--- src/rtl/act_pkg.sv ---
// Shared activation-unit constants and encodings.
package act_pkg;

    localparam int ACT_IN_WIDTH      = 8;
    localparam int ACT_OUT_WIDTH     = 16;
    // Full-range rescale: the quantized value lands in the top byte of the output word.
    localparam int ACT_DEQUANT_SHIFT = ACT_OUT_WIDTH - ACT_IN_WIDTH;

    typedef enum logic [1:0] {
        ACT_NONE    = 2'd0,
        ACT_RELU    = 2'd1,
        ACT_RELU6   = 2'd2,
        ACT_SIGMOID = 2'd3
    } act_type_e;

endpackage

--- src/rtl/sync_fifo_fwft.sv ---
// Single-clock first-word-fall-through FIFO with synchronous reset and flush.
// The caller guarantees push only when !full || pop, and pop only when !empty.
module sync_fifo_fwft #(
    parameter int WIDTH = 16,
    parameter int DEPTH = 4
) (
    input  logic                     clk,
    input  logic                     rst,
    input  logic                     flush,
    input  logic                     push,
    input  logic                     pop,
    input  logic [WIDTH-1:0]         wdata,
    output logic [WIDTH-1:0]         rdata,
    output logic                     full,
    output logic                     empty,
    output logic [$clog2(DEPTH):0]   level
);

    localparam int AW = $clog2(DEPTH);

    logic [WIDTH-1:0] mem [DEPTH];
    logic [AW-1:0]    wptr, rptr;
    logic [AW:0]      cnt;

    // Pointer and occupancy update; pointers wrap naturally since DEPTH is a power of two.
    always_ff @(posedge clk) begin
        if (rst || flush) begin
            wptr <= '0;
            rptr <= '0;
            cnt  <= '0;
        end else begin
            if (push) wptr <= wptr + 1'b1;
            if (pop)  rptr <= rptr + 1'b1;
            if (push && !pop)      cnt <= cnt + 1'b1;
            else if (pop && !push) cnt <= cnt - 1'b1;
        end
    end

    // Storage write; when full with a pop, wptr==rptr and the departing head is overwritten.
    always_ff @(posedge clk) begin
        if (push && !rst && !flush) mem[wptr] <= wdata;
    end

    assign full  = (cnt == (AW+1)'(DEPTH));
    assign empty = (cnt == '0);
    assign level = cnt;
    // Head is forced to zero when empty so stale storage never shows on the output.
    assign rdata = empty ? '0 : mem[rptr];

endmodule

--- src/rtl/act_dequant_buffer.sv ---
// Dequantizing receive buffer: sign-extend and rescale quantized activations,
// buffer them, and present them on a valid/ready stream with a per-vector last flag.
module act_dequant_buffer
    import act_pkg::*;
#(
    parameter int IN_WIDTH   = ACT_IN_WIDTH,
    parameter int OUT_WIDTH  = ACT_OUT_WIDTH,
    parameter int FIFO_DEPTH = 4,
    parameter int LEN_WIDTH  = 8
) (
    input  logic                          clk,
    input  logic                          rst,
    input  logic [IN_WIDTH-1:0]           data_in,
    input  logic                          valid_in,
    input  logic [3:0]                    shift_amt,
    input  logic [LEN_WIDTH-1:0]          vec_len,
    input  logic                          flush,
    input  logic                          clr_ovf,
    output logic [OUT_WIDTH-1:0]          data_out,
    output logic                          valid_out,
    input  logic                          ready_out,
    output logic                          last_out,
    output logic [$clog2(FIFO_DEPTH):0]   level,
    output logic                          overflow
);

    localparam logic [3:0] MAX_SHIFT = 4'(OUT_WIDTH - IN_WIDTH);

    logic                 full, empty, push, pop, drop;
    logic [3:0]           eff_shift;
    logic [OUT_WIDTH-1:0] ext, conv;
    logic [LEN_WIDTH-1:0] elem_cnt;

    // Rescale at push time; clamping the shift keeps the result inside OUT_WIDTH.
    always_comb begin
        eff_shift = (shift_amt > MAX_SHIFT) ? MAX_SHIFT : shift_amt;
        ext       = {{(OUT_WIDTH-IN_WIDTH){data_in[IN_WIDTH-1]}}, data_in};
        conv      = ext << eff_shift;
    end

    assign valid_out = !empty;
    assign pop       = valid_out && ready_out;
    assign push      = valid_in && (!full || pop);
    assign drop      = valid_in && full && !pop;

    sync_fifo_fwft #(.WIDTH(OUT_WIDTH), .DEPTH(FIFO_DEPTH)) u_fifo (
        .clk   (clk),
        .rst   (rst),
        .flush (flush),
        .push  (push),
        .pop   (pop),
        .wdata (conv),
        .rdata (data_out),
        .full  (full),
        .empty (empty),
        .level (level)
    );

    assign last_out = (vec_len != '0) && (elem_cnt == vec_len - 1'b1) && valid_out;

    // Element counter advances per delivered word and restarts after the vector's last one.
    always_ff @(posedge clk) begin
        if (rst || flush)  elem_cnt <= '0;
        else if (pop)      elem_cnt <= last_out ? '0 : elem_cnt + 1'b1;
    end

    // Sticky drop flag; a new drop wins over a simultaneous clear.
    always_ff @(posedge clk) begin
        if (rst)           overflow <= 1'b0;
        else if (drop)     overflow <= 1'b1;
        else if (clr_ovf)  overflow <= 1'b0;
    end

endmodule

--- config.mk ---
export PLATFORM = sky130hd
export DESIGN_NAME = act_dequant_buffer
export DESIGN_NICKNAME = d
export VERILOG_FILES = /design/src/rtl/act_pkg.sv /design/src/rtl/sync_fifo_fwft.sv /design/src/rtl/act_dequant_buffer.sv
export SDC_FILE = /design/constraint.sdc
export NUM_CORES = 1
export LEC_CHECK = 0
export ABC_AREA = 1
export BUFFER_PORTS_ARGS = -buffer_cell sky130_fd_sc_hd__buf_2
export CORE_AREA = 2 2 106 88
export CTS_BUF_LIST = sky130_fd_sc_hd__clkbuf_16
export DETAILED_ROUTE_END_ITERATION = 7
export DIE_AREA = 0 0 108 90
export PLACE_DENSITY = 0.78
export RECOVER_POWER = 50
export REMOVE_ABC_BUFFERS = 1
export SLEW_MARGIN = 10
export SYNTH_ARGS = -nofsm -noshare
export SYNTH_HDL_FRONTEND = slang
export SYNTH_HIERARCHICAL = 1
export SYNTH_SLANG_ARGS = --single-unit
export TNS_END_PERCENT = 1
--- constraint.sdc ---
create_clock -name clk -period 2.37 [get_ports clk]
set_input_delay 0.3555 -clock clk [delete_from_list [all_inputs] [get_ports clk]]
set_output_delay 0.3555 -clock clk [all_outputs]
set_load 0.02 [all_outputs]
Word level (Yosys, flattened, before mapping):

Memories as Yosys holds them, arrays and structs flattened. A register that Yosys moved wholly into a read port is not among the register bits.
Cells that the tools add are included.

* flip-flop bits (word level): 16
* bits in writable memories: 64
* input port bits: 26
* output and inout bits: 22
* logic and storage cells: 49
* memories kept: 1

Memory list
* u_fifo.mem: words 4, bits a word 16, rd ports 1, clocked after memory_dff 1, write ports 1, RTL line sync_fifo_fwft.sv:21 `logic [WIDTH-1:0] mem [DEPTH];`

* add/subtract/negate cells: 6
* order comparisons: 1
* equality and inequality tests: 2
* shift-type cells: 1
* multiplexer cells: 11
* reduce and logical (&&, ||, !) cells: 22

Operator list (count)
* $mux W16: 1
* $shl A16 B4 Y16: 1
* $logic_and A1 B1 Y1: 10
* $add A8 B1 Y8 const B: 1
* $eq A8 B8 Y1: 1
* $mux W8: 1
* $reduce_bool A8 Y1: 1
* $sub A8 B1 Y8 const B: 1
* $logic_not A1 Y1: 6
* $mux W3: 2
* $add A2 B1 Y2 const B: 2
* $gt A4 B4 Y1 const B: 1
* $mux W1: 4
* $mux W2: 2
* $mux W4: 1
* $reduce_bool A2 Y1: 2
* $add A3 B1 Y3 const B: 1
* $eq A3 B3 Y1 const B: 1
* $logic_not A3 Y1: 1
* $sub A3 B1 Y3 const B: 1
* $logic_or A1 B1 Y1: 2

Logic depth before layout (Yosys ltp):

Gate-level depths: netlist of the first run.

* depth after elaboration: 9
* mapped depth: 15
* mapped depth without buffers: 14

By module:

Netlist of the first run, hierarchy kept.

By module, submodules not included
* sync_fifo_fwft: instances 1, cells an instance 265, area an instance 3040.4 um2, seq. area each 2102.0 um2
* act_dequant_buffer: instances 1, cells an instance 207, area an instance 1173.6 um2, seq. area each 180.2 um2

Worst setup path before layout of the first run:

OpenSTA, ideal clock, no wires.

* kind: flip-flop to flip-flop
* from: register u_fifo.cnt[0] (netlist: u_fifo/level[0])
* to: memory u_fifo.mem[0][0], enable pin
* setup time: 0.389 ns
* arrival: 2.183 ns
* data required time: 1.981 ns
* setup slack: -0.202 ns
* cell stages (with the launch flop): 8
* buffers on the path: 1
* clock period less this slack: 2.572 ns
* cell sequence: dfxtp_1 > nor3_4 > buf_6 > inv_2 > nand2_4 > a21boi_0 > nand2_1 > nor2_1

* cells in the longest elaborated chain, start to end: 9
* elaborated cells between the ends (all ways): 11
* those cells by class: eq/ne: 1; mux: 2; reduce/logical: 8

RTL lines
* start: declaration: RTL line sync_fifo_fwft.sv:23 `logic [AW:0] cnt;`
* start signal: assignment: RTL line sync_fifo_fwft.sv:34 `if (push && !pop) cnt <= cnt + 1'b1;`
* start signal: assignment: RTL line sync_fifo_fwft.sv:35 `else if (pop && !push) cnt <= cnt - 1'b1;`
* $logic_not A3 Y1: RTL line sync_fifo_fwft.sv:45 `assign empty = (cnt == '0);`
* net empty: RTL line act_dequant_buffer.sv:29 `logic full, empty, push, pop, drop;`
* $logic_not A1 Y1: RTL line act_dequant_buffer.sv:41 `assign valid_out = !empty;`
* net valid_out: RTL line act_dequant_buffer.sv:20 `output logic valid_out,`
* $logic_and A1 B1 Y1: RTL line act_dequant_buffer.sv:42 `assign pop = valid_out && ready_out;`
* $logic_or A1 B1 Y1: RTL line act_dequant_buffer.sv:43 `assign push = valid_in && (!full || pop);`
* $logic_and A1 B1 Y1: RTL line act_dequant_buffer.sv:43
* net push: RTL line act_dequant_buffer.sv:29
* $logic_and A1 B1 Y1 (2 in a row): RTL line sync_fifo_fwft.sv:41 `if (push && !rst && !flush) mem[wptr] <= wdata;`
* $mux W1: RTL line sync_fifo_fwft.sv:41
* $mux W1 (not written as such): RTL line sync_fifo_fwft.sv:41
* end: declaration: RTL line sync_fifo_fwft.sv:21

The timed path passes the listed nets, and every way through them passes these cells.

Worst setup path in the final report of the first run:

* from: register u_fifo.cnt[0] (netlist: u_fifo/level[0])
* to: output port last_out

* cells in the longest elaborated chain, start to end: 3

RTL lines
* $logic_not A3 Y1: RTL line sync_fifo_fwft.sv:45
* net empty: RTL line act_dequant_buffer.sv:29
* $logic_not A1 Y1: RTL line act_dequant_buffer.sv:41
* $logic_and A1 B1 Y1: RTL line act_dequant_buffer.sv:59 `assign last_out = (vec_len != '0) && (elem_cnt == vec_len - 1'b1) && valid_out;`
* end: declaration: RTL line act_dequant_buffer.sv:22 `output logic last_out,`

The timed path passes the listed nets, and every way through them passes these cells.

==> flow_metrics.py, run 1 <==
metrics = {
    "layout": {
        "layout.nets": 562,
        "instances_no_fill": 647,
        "mostFrequentLayoutCells": "nand2_1 (141), nor2_1 (68), edfxtp_1 (64)",
        "drive_gt1_share_pct": 16.0,
        "n_fill_cell": 741,
        "diodes": 0,
        "area_delta_synth_final_pct": 13.7,
        "final_common_cell": "nand2_1",
    },
    "logic_synthesis": {
        "ys_ff_latch": 82,
        "synthCells": 472,
        "syn_area_um2": 4210,
        "avgSynthCellArea_um2": 8.93,
        "yosysUniqueCellTypes": 37,
        "yosys.area.top_type": "edfxtp_1",
        "synth-edff-count": 64,
        "ys_top_cells_by_area": "edfxtp_1 (46%), nand2_1 (12%), dfxtp_1 (8.6%)",
        "yosys.area.top_type_share_pct": 45.6,
        "yosysSeqAreaShare_pct": 54.2,
        "yosys_warnings": 6,
        "async_flop_share_pct": 0,
        "ys.flop_type": "edfxtp_1",
    },
    "job": {
        "maxCapViolCount": 0,
    },
    "timing": {
        "fin_skew_ns": 0.00361,
        "finalCritPeriodShare_pct": 88.2,
        "finalMaxSlewViolations": 0,
        "rsz0062_at_grt": "no",
        "max_freq_mhz": 478,
        "worstMarginPinSlew_ns": 0.512,
        "timing.final.hold_violations": 0,
        "setup_ws_ns": 0.279,
        "report.final.setup_viol": 0,
        "relSlewSlack_pct": 65.8,
        "min_period_ns": 2.09,
    },
    "place": {
        "post-place-ws_ns": 0.190,
        "gp_congestion": 0.881,
        "placedCellCount": 631,
        "port_buffers": 47,
        "dp_hpwl_mm": 5.94,
    },
    "hold_path": {
        "min_from": "rst",
        "hold_path.class": "primary input to flop",
    },
    "clock_network": {
        "ctsResizeCount": 0,
        "root_buffer": "clkbuf_16",
        "cts.sinks": 82,
        "ctsHoldBuffers": 0,
        "insertion_delay_ns": 0.33,
        "cts_setup_buffers": 0,
        "cts_tree": "yes",
        "cts-htree-levels": 3,
        "cts.path.max_buffers": 2,
        "numCtsBuffers": 9,
        "clk_pin_slew_worst_paths_ns": 0.06,
    },
    "drt": {
        "vias": 3214,
        "vias_per_cell": 4.97,
        "postRouteAntennaNets": 0,
        "first_iter_violations": 242,
        "post-route-drc-count": 0,
        "wl_per_cell_um": 13.1,
        "drtPass1Iterations": 4,
        "wl_mm": 8.46,
    },
    "power_and_ir_drop": {
        "internal-power_mw": 2.45,
        "p_sw_mw": 0.907,
        "max-vdd-ir-drop_mv": 0.412,
        "powerDensity_nw_per_um2": 701,
        "pwr-share-clk_pct": 37.9,
        "power_frac_comb_pct": 14.3,
        "p_leak_nw": 2.03,
        "p_seq_share_pct": 47.8,
        "switching_share_pct": 27.0,
    },
    "global_routing": {
        "grt_overflow": 0,
        "antenna_found_initial": 0,
        "grt_max_degree": 33,
        "grt_pass1_wl_mm": 14.0,
        "grt_pass1_vias": 2951,
        "grt_usage_pct": 18.5,
    },
    "die": {
        "io_pins": 48,
        "die_h_um": 90,
        "die-area_um2": 9720,
        "core_um2": 8730,
        "fp-row-count": 31,
        "initial_core_util_pct": 48.3,
        "die_w_um": 108,
    },
    "worst_setup_path": {
        "cpMostUsedCell": "nand3_1",
        "cpPeakStageDelay_ns": 0.49,
        "criticalPathCategory": "flop to output pin",
        "cp_top_family": "flip-flops",
        "crit_start": "u_fifo/level[0]",
        "rr_startpoint": "u_fifo/level[0]",
        "crit_fanout": 5,
        "crit_chain": "nor3_4, inv_2, nand3_1, nor2_1, nand2_1, a21oi_1, nand3_1, inv_1, buf_2",
        "worstSetupEndpointType": "output pin",
        "cp_slowest_cell": "dfxtp_1",
        "required_ns": 2.01,
        "critPathLaunchType": "flop",
        "cp_data_arrival_time_ns": 1.74,
        "crit_buf_inv": 3,
    },
    "status": {
        "status": "complete, no violations",
    },
}
worst reg2reg max path, cell delays in order, from the launching register on:
cell and delay [ns]:
dfxtp_1 0.49, nor3_4 0.08, inv_2 0.09, nand2_4 0.08, a21boi_1 0.24, ha_1 0.22, inv_1 0.07, fa_1 0.37
inv_1 0.07, nand2_1 0.07, nand3_1 0.07, nand2_1 0.05, inv_1 0.05, nor2_1 0.04
power groups by stage:
stage / sequential (mW) / combinational (mW) / clock (mW)
2_1_floorplan: 1.64 / 0.308 / 0
3_3_place_gp: 1.64 / 0.478 / 0
3_5_place_dp: 1.64 / 0.489 / 0
4_1_cts: 1.61 / 0.492 / 1.30
5_1_grt: 1.61 / 0.539 / 1.36
6_report: 1.61 / 0.479 / 1.27
Yosys cell counts, types with 2 or more instances:
master and number:
inv_1 47, nand3_1 10, nor2_2 3, o221ai_1 2, buf_6 7, o211ai_1 3
o21ai_2 4, ha_1 8, buf_2 4, o21ai_1 19, nand2_4 2, nor2_1 68
a21oi_1 19, dfxtp_1 18, xnor2_1 4, o22ai_1 2, edfxtp_1 64, nand2_2 2
nor3_1 2, a21oi_2 7, o21ai_0 10, nand2_1 139, inv_2 3, xor2_1 9
nand4_1 4
sequential cells by signal (all words and copies together) (netlist names), named ones only:
signal,count
u_fifo/mem,64
elem_cnt,8
u_fifo/level,3
u_fifo/rptr,2
u_fifo/wptr,2
overflow,1
through the flow:
stage | hold WS (ns) | power (mW) | utilization [%] | setup TNS [ns] | cell area, µm²
6_report | 0.206 | 3.36 | 54.9 | 0 | 4790
5_1_grt | 0.200 | 3.50 | 54.9 | 0 | 4790
4_1_cts | 0.200 | 3.40 | 55.3 | 0 | 4820
3_5_place_dp | 0.448 | 2.13 | 52.1 | 0 | 4550
3_3_place_gp | 0.426 | 2.11 | 52.1 | 0 | 4550
2_1_floorplan | 0.412 | 1.95 | - | -8.93 | 4090
layout make-up:
class / instances / area, µm² / share of cell area [%]
inverter: 51 / 196 / 4.10
clock inverter: 7 / 53.8 / 1.12
tap: 115 / 144 / 3.00
sequential: 82 / 2280 / 47.6
multi-input combinational: 326 / 1590 / 33.2
timing repair buffer: 57 / 302 / 6.29
clock buffer: 9 / 225 / 4.70
layer usage:
metal  vias to the layer above  global-route usage (%)  wire length (µm)
li1                       1654                       -                 -
met1                      1491                    24.6              3960
met2                        62                    30.4              4070
met3                         7                    4.42               339
met4                         0                    4.91                81
met5                         -                       0                 0
worst paths after layout:
| path | to | cells after the start | slack [ns] |
|---|---|---|---|
| hold / removal | overflow | 2 | 0.21 |
| setup reg to reg | u_fifo/level[2] | 13 | 0.29 |
| setup / recovery | last_out | 9 | 0.28 |
| hold reg to reg | overflow | 2 | 0.46 |
logic make-up after synthesis:
family          count (synthesis)  share of synthesized area (%)
compound gates                 69                           9.89
xor+xnor                       13                           2.70
fa+ha+maj                       9                           2.85
buf+inv                        64                           7.57
flops                          82                           54.2
simple gates                  235                           22.8
Note: power is estimated with default switching activity, not from simulation.
==> inputs of run 2 (changes only) <==
CELL_PAD_IN_SITES_DETAIL_PLACEMENT = 1   (was unset)
CELL_PAD_IN_SITES_GLOBAL_PLACEMENT = 2   (was unset)
CORE_AREA = 2 2 132 108   (was 2 2 106 88)
DIE_AREA = 0 0 134 110   (was 0 0 108 90)
PLACE_DENSITY = 0.81   (was 0.78)
==> run 2 against run 1 <==
Wire length up 18%. Combinational power up 2%. Final cell count up 10%. Total power up 0.56%. Sequential share of layout area down 0.62 points. Worst hold slack better by 0.0030 ns. Clock skew up 0.0013 ns. Critical path type is now flop to flop. Global-route usage down 4.2 points. Fmax down 4.0%. Largest cell class unchanged. Via count up 1.9%. Non-clock buffer count unchanged.
==> flow_metrics.py, run 2 (same netlist as run 1, synthesis figures left out) <==
metrics = {
    "status": {
        "status": "complete, no violations",
    },
    "die": {
        "die_w_um": 134,
        "die_h_um": 110,
        "initial_core_util_pct": 31.5,
        "die-area_um2": 14700,
        "core_um2": 13400,
        "io_pins": 48,
        "fp-row-count": 38,
    },
    "clock_network": {
        "cts-htree-levels": 3,
        "ctsResizeCount": 0,
        "numCtsBuffers": 9,
        "cts_setup_buffers": 0,
        "insertion_delay_ns": 0.33,
        "root_buffer": "clkbuf_16",
        "cts_tree": "yes",
        "ctsHoldBuffers": 0,
        "cts.path.max_buffers": 2,
        "cts.sinks": 82,
        "clk_pin_slew_worst_paths_ns": 0.06,
    },
    "worst_setup_path": {
        "rr_startpoint": "u_fifo/level[0]",
        "critPathLaunchType": "flop",
        "criticalPathCategory": "flop to flop",
        "crit_chain": "nor3_1, inv_2, nand2_4, a21boi_0, ha_1, inv_1, fa_1, nand2_1, nand3_1, nand2_1, inv_1, nor2_1",
        "r2r_end": "u_fifo/level[2]",
        "cp_data_arrival_time_ns": 2.45,
        "worstSetupEndpointType": "flop",
        "cpPeakStageDelay_ns": 0.44,
        "crit_fanout": 7,
        "crit_buf_inv": 3,
        "ff2ff_path_depth": 12,
        "cp_slowest_cell": "dfxtp_1",
        "cp_top_family": "adder cells",
        "required_ns": 2.64,
        "reg2reg_setup_slack_ns": 0.19,
    },
    "layout": {
        "final_common_cell": "nand2_1",
        "multi_input_area_um2": 1570,
        "final_cell_area_um2": 4850,
        "diodes": 0,
        "largest-register": "u_fifo/mem",
        "area_delta_synth_final_pct": 15.2,
        "mostFrequentLayoutCells": "nand2_1 (141), nor2_1 (69), edfxtp_1 (64)",
        "drive_gt1_share_pct": 15.0,
        "n_fill_cell": 1594,
        "layout.nets": 562,
        "largest_reg_flops": 64,
        "seqCellArea_um2": 2280,
        "instances_no_fill": 712,
    },
    "timing": {
        "report.final.setup_viol": 0,
        "fin_skew_ns": 0.00493,
        "relSlewSlack_pct": 61.8,
        "max_freq_mhz": 459,
        "worstMarginPinSlew_ns": 0.567,
        "timing.final.hold_violations": 0,
        "finalCritPeriodShare_pct": 92.0,
        "setup_ws_ns": 0.191,
        "rsz0062_at_grt": "no",
        "finalMaxSlewViolations": 0,
        "timing.hold.ws_ns": 0.209,
        "min_period_ns": 2.18,
    },
    "place": {
        "gp_congestion": 0.812,
        "post-place-ws_ns": 0.174,
        "place_area_um2": 4630,
        "port_buffers": 47,
        "placedCellCount": 696,
        "dp_hpwl_mm": 7.20,
    },
    "global_routing": {
        "grt_pass1_wl_mm": 16.4,
        "grt_usage_pct": 14.3,
        "grt_max_degree": 33,
        "grt_pass1_vias": 3367,
        "antenna_found_initial": 0,
        "grt_overflow": 0,
    },
    "drt": {
        "first_iter_violations": 152,
        "wl_mm": 10.0,
        "post-route-drc-count": 0,
        "vias_per_cell": 4.60,
        "postRouteAntennaNets": 0,
        "drtPass1Iterations": 4,
        "wl_per_cell_um": 14.0,
        "vias": 3274,
    },
    "hold_path": {
        "hold_path.class": "primary input to flop",
        "hold_path_depth": 2,
        "holdPathEnd": "overflow",
        "min_from": "rst",
    },
    "power_and_ir_drop": {
        "p_leak_nw": 2.03,
        "powerDensity_nw_per_um2": 696,
        "max-vdd-ir-drop_mv": 0.390,
    },
    "job": {
        "maxCapViolCount": 0,
    },
}
## run 2: changes by cell type in the layout (fill, tap and decap cells not counted), sizes merged
cell / change
buf: -1
clkbuf: +1
clkinv: +2
clkinvlp: -1
inv: -1
## run 2: how the worst max path moves through the flow
| stage | startpoint | endpoint | cells after the start |
|---|---|---|---|
| 4_1_cts | u_fifo/level[0] | u_fifo/level[2] | 12 |
| 6_report | u_fifo/level[0] | u_fifo/level[2] | 12 |
| 2_1_floorplan | u_fifo/level[0] | u_fifo/mem[0][0] | 6 |
| 5_1_grt | u_fifo/level[0] | u_fifo/level[2] | 12 |
| 3_5_place_dp | u_fifo/level[0] | u_fifo/level[2] | 13 |
| 3_3_place_gp | u_fifo/level[0] | u_fifo/level[2] | 13 |
## run 2: layer usage
| metal | vias to the layer above | share of wire [%] | track usage [%] |
|---|---|---|---|
| met5 | - | 0 | 0 |
| met4 | 0 | 1.1 | 4.10 |
| met3 | 8 | 2.7 | 3.16 |
| met2 | 31 | 48 | 25.0 |
| met1 | 1591 | 48 | 18.0 |
| li1 | 1644 | - | - |
## run 2: through the flow
| step | utilization [%] | TNS (ns) | power, mW |
|---|---|---|---|
| 2_1_floorplan | - | -8.93 | 1.95 |
| 3_3_place_gp | 34.6 | 0 | 2.13 |
| 3_5_place_dp | 34.6 | 0 | 2.15 |
| 4_1_cts | 36.7 | 0 | 3.44 |
| 5_1_grt | 36.3 | 0 | 3.54 |
| 6_report | 36.3 | 0 | 3.38 |
## run 2: layout make-up
type                    count  share of cell area (%)
repair buffers             57                    6.14
inverters                  51                    4.05
well taps                 180                    4.64
flip-flops and latches     82                    47.0
clock buffers               9                    4.64
multi-input cells         326                    32.4
clock inverters             7                    1.13
## run 2: power by group
group	total, mW	internal, mW	leakage, nW	switching [mW]
registers	1.60	1.59	0.731	0.0157
clock network	1.29	0.716	0.134	0.569
logic	0.490	0.145	1.16	0.345
total	3.38	2.45	2.03	0.930
## run 2: worst reg2reg max path, stage by stage (launching register included)
cell      delay [ns]
dfxtp_1         0.44
nor3_1          0.12
inv_2           0.10
nand2_4         0.08
a21boi_0        0.30
ha_1            0.24
inv_1           0.07
fa_1            0.38
nand2_1         0.11
nand3_1         0.08
nand2_1         0.06
inv_1           0.04
nor2_1          0.09
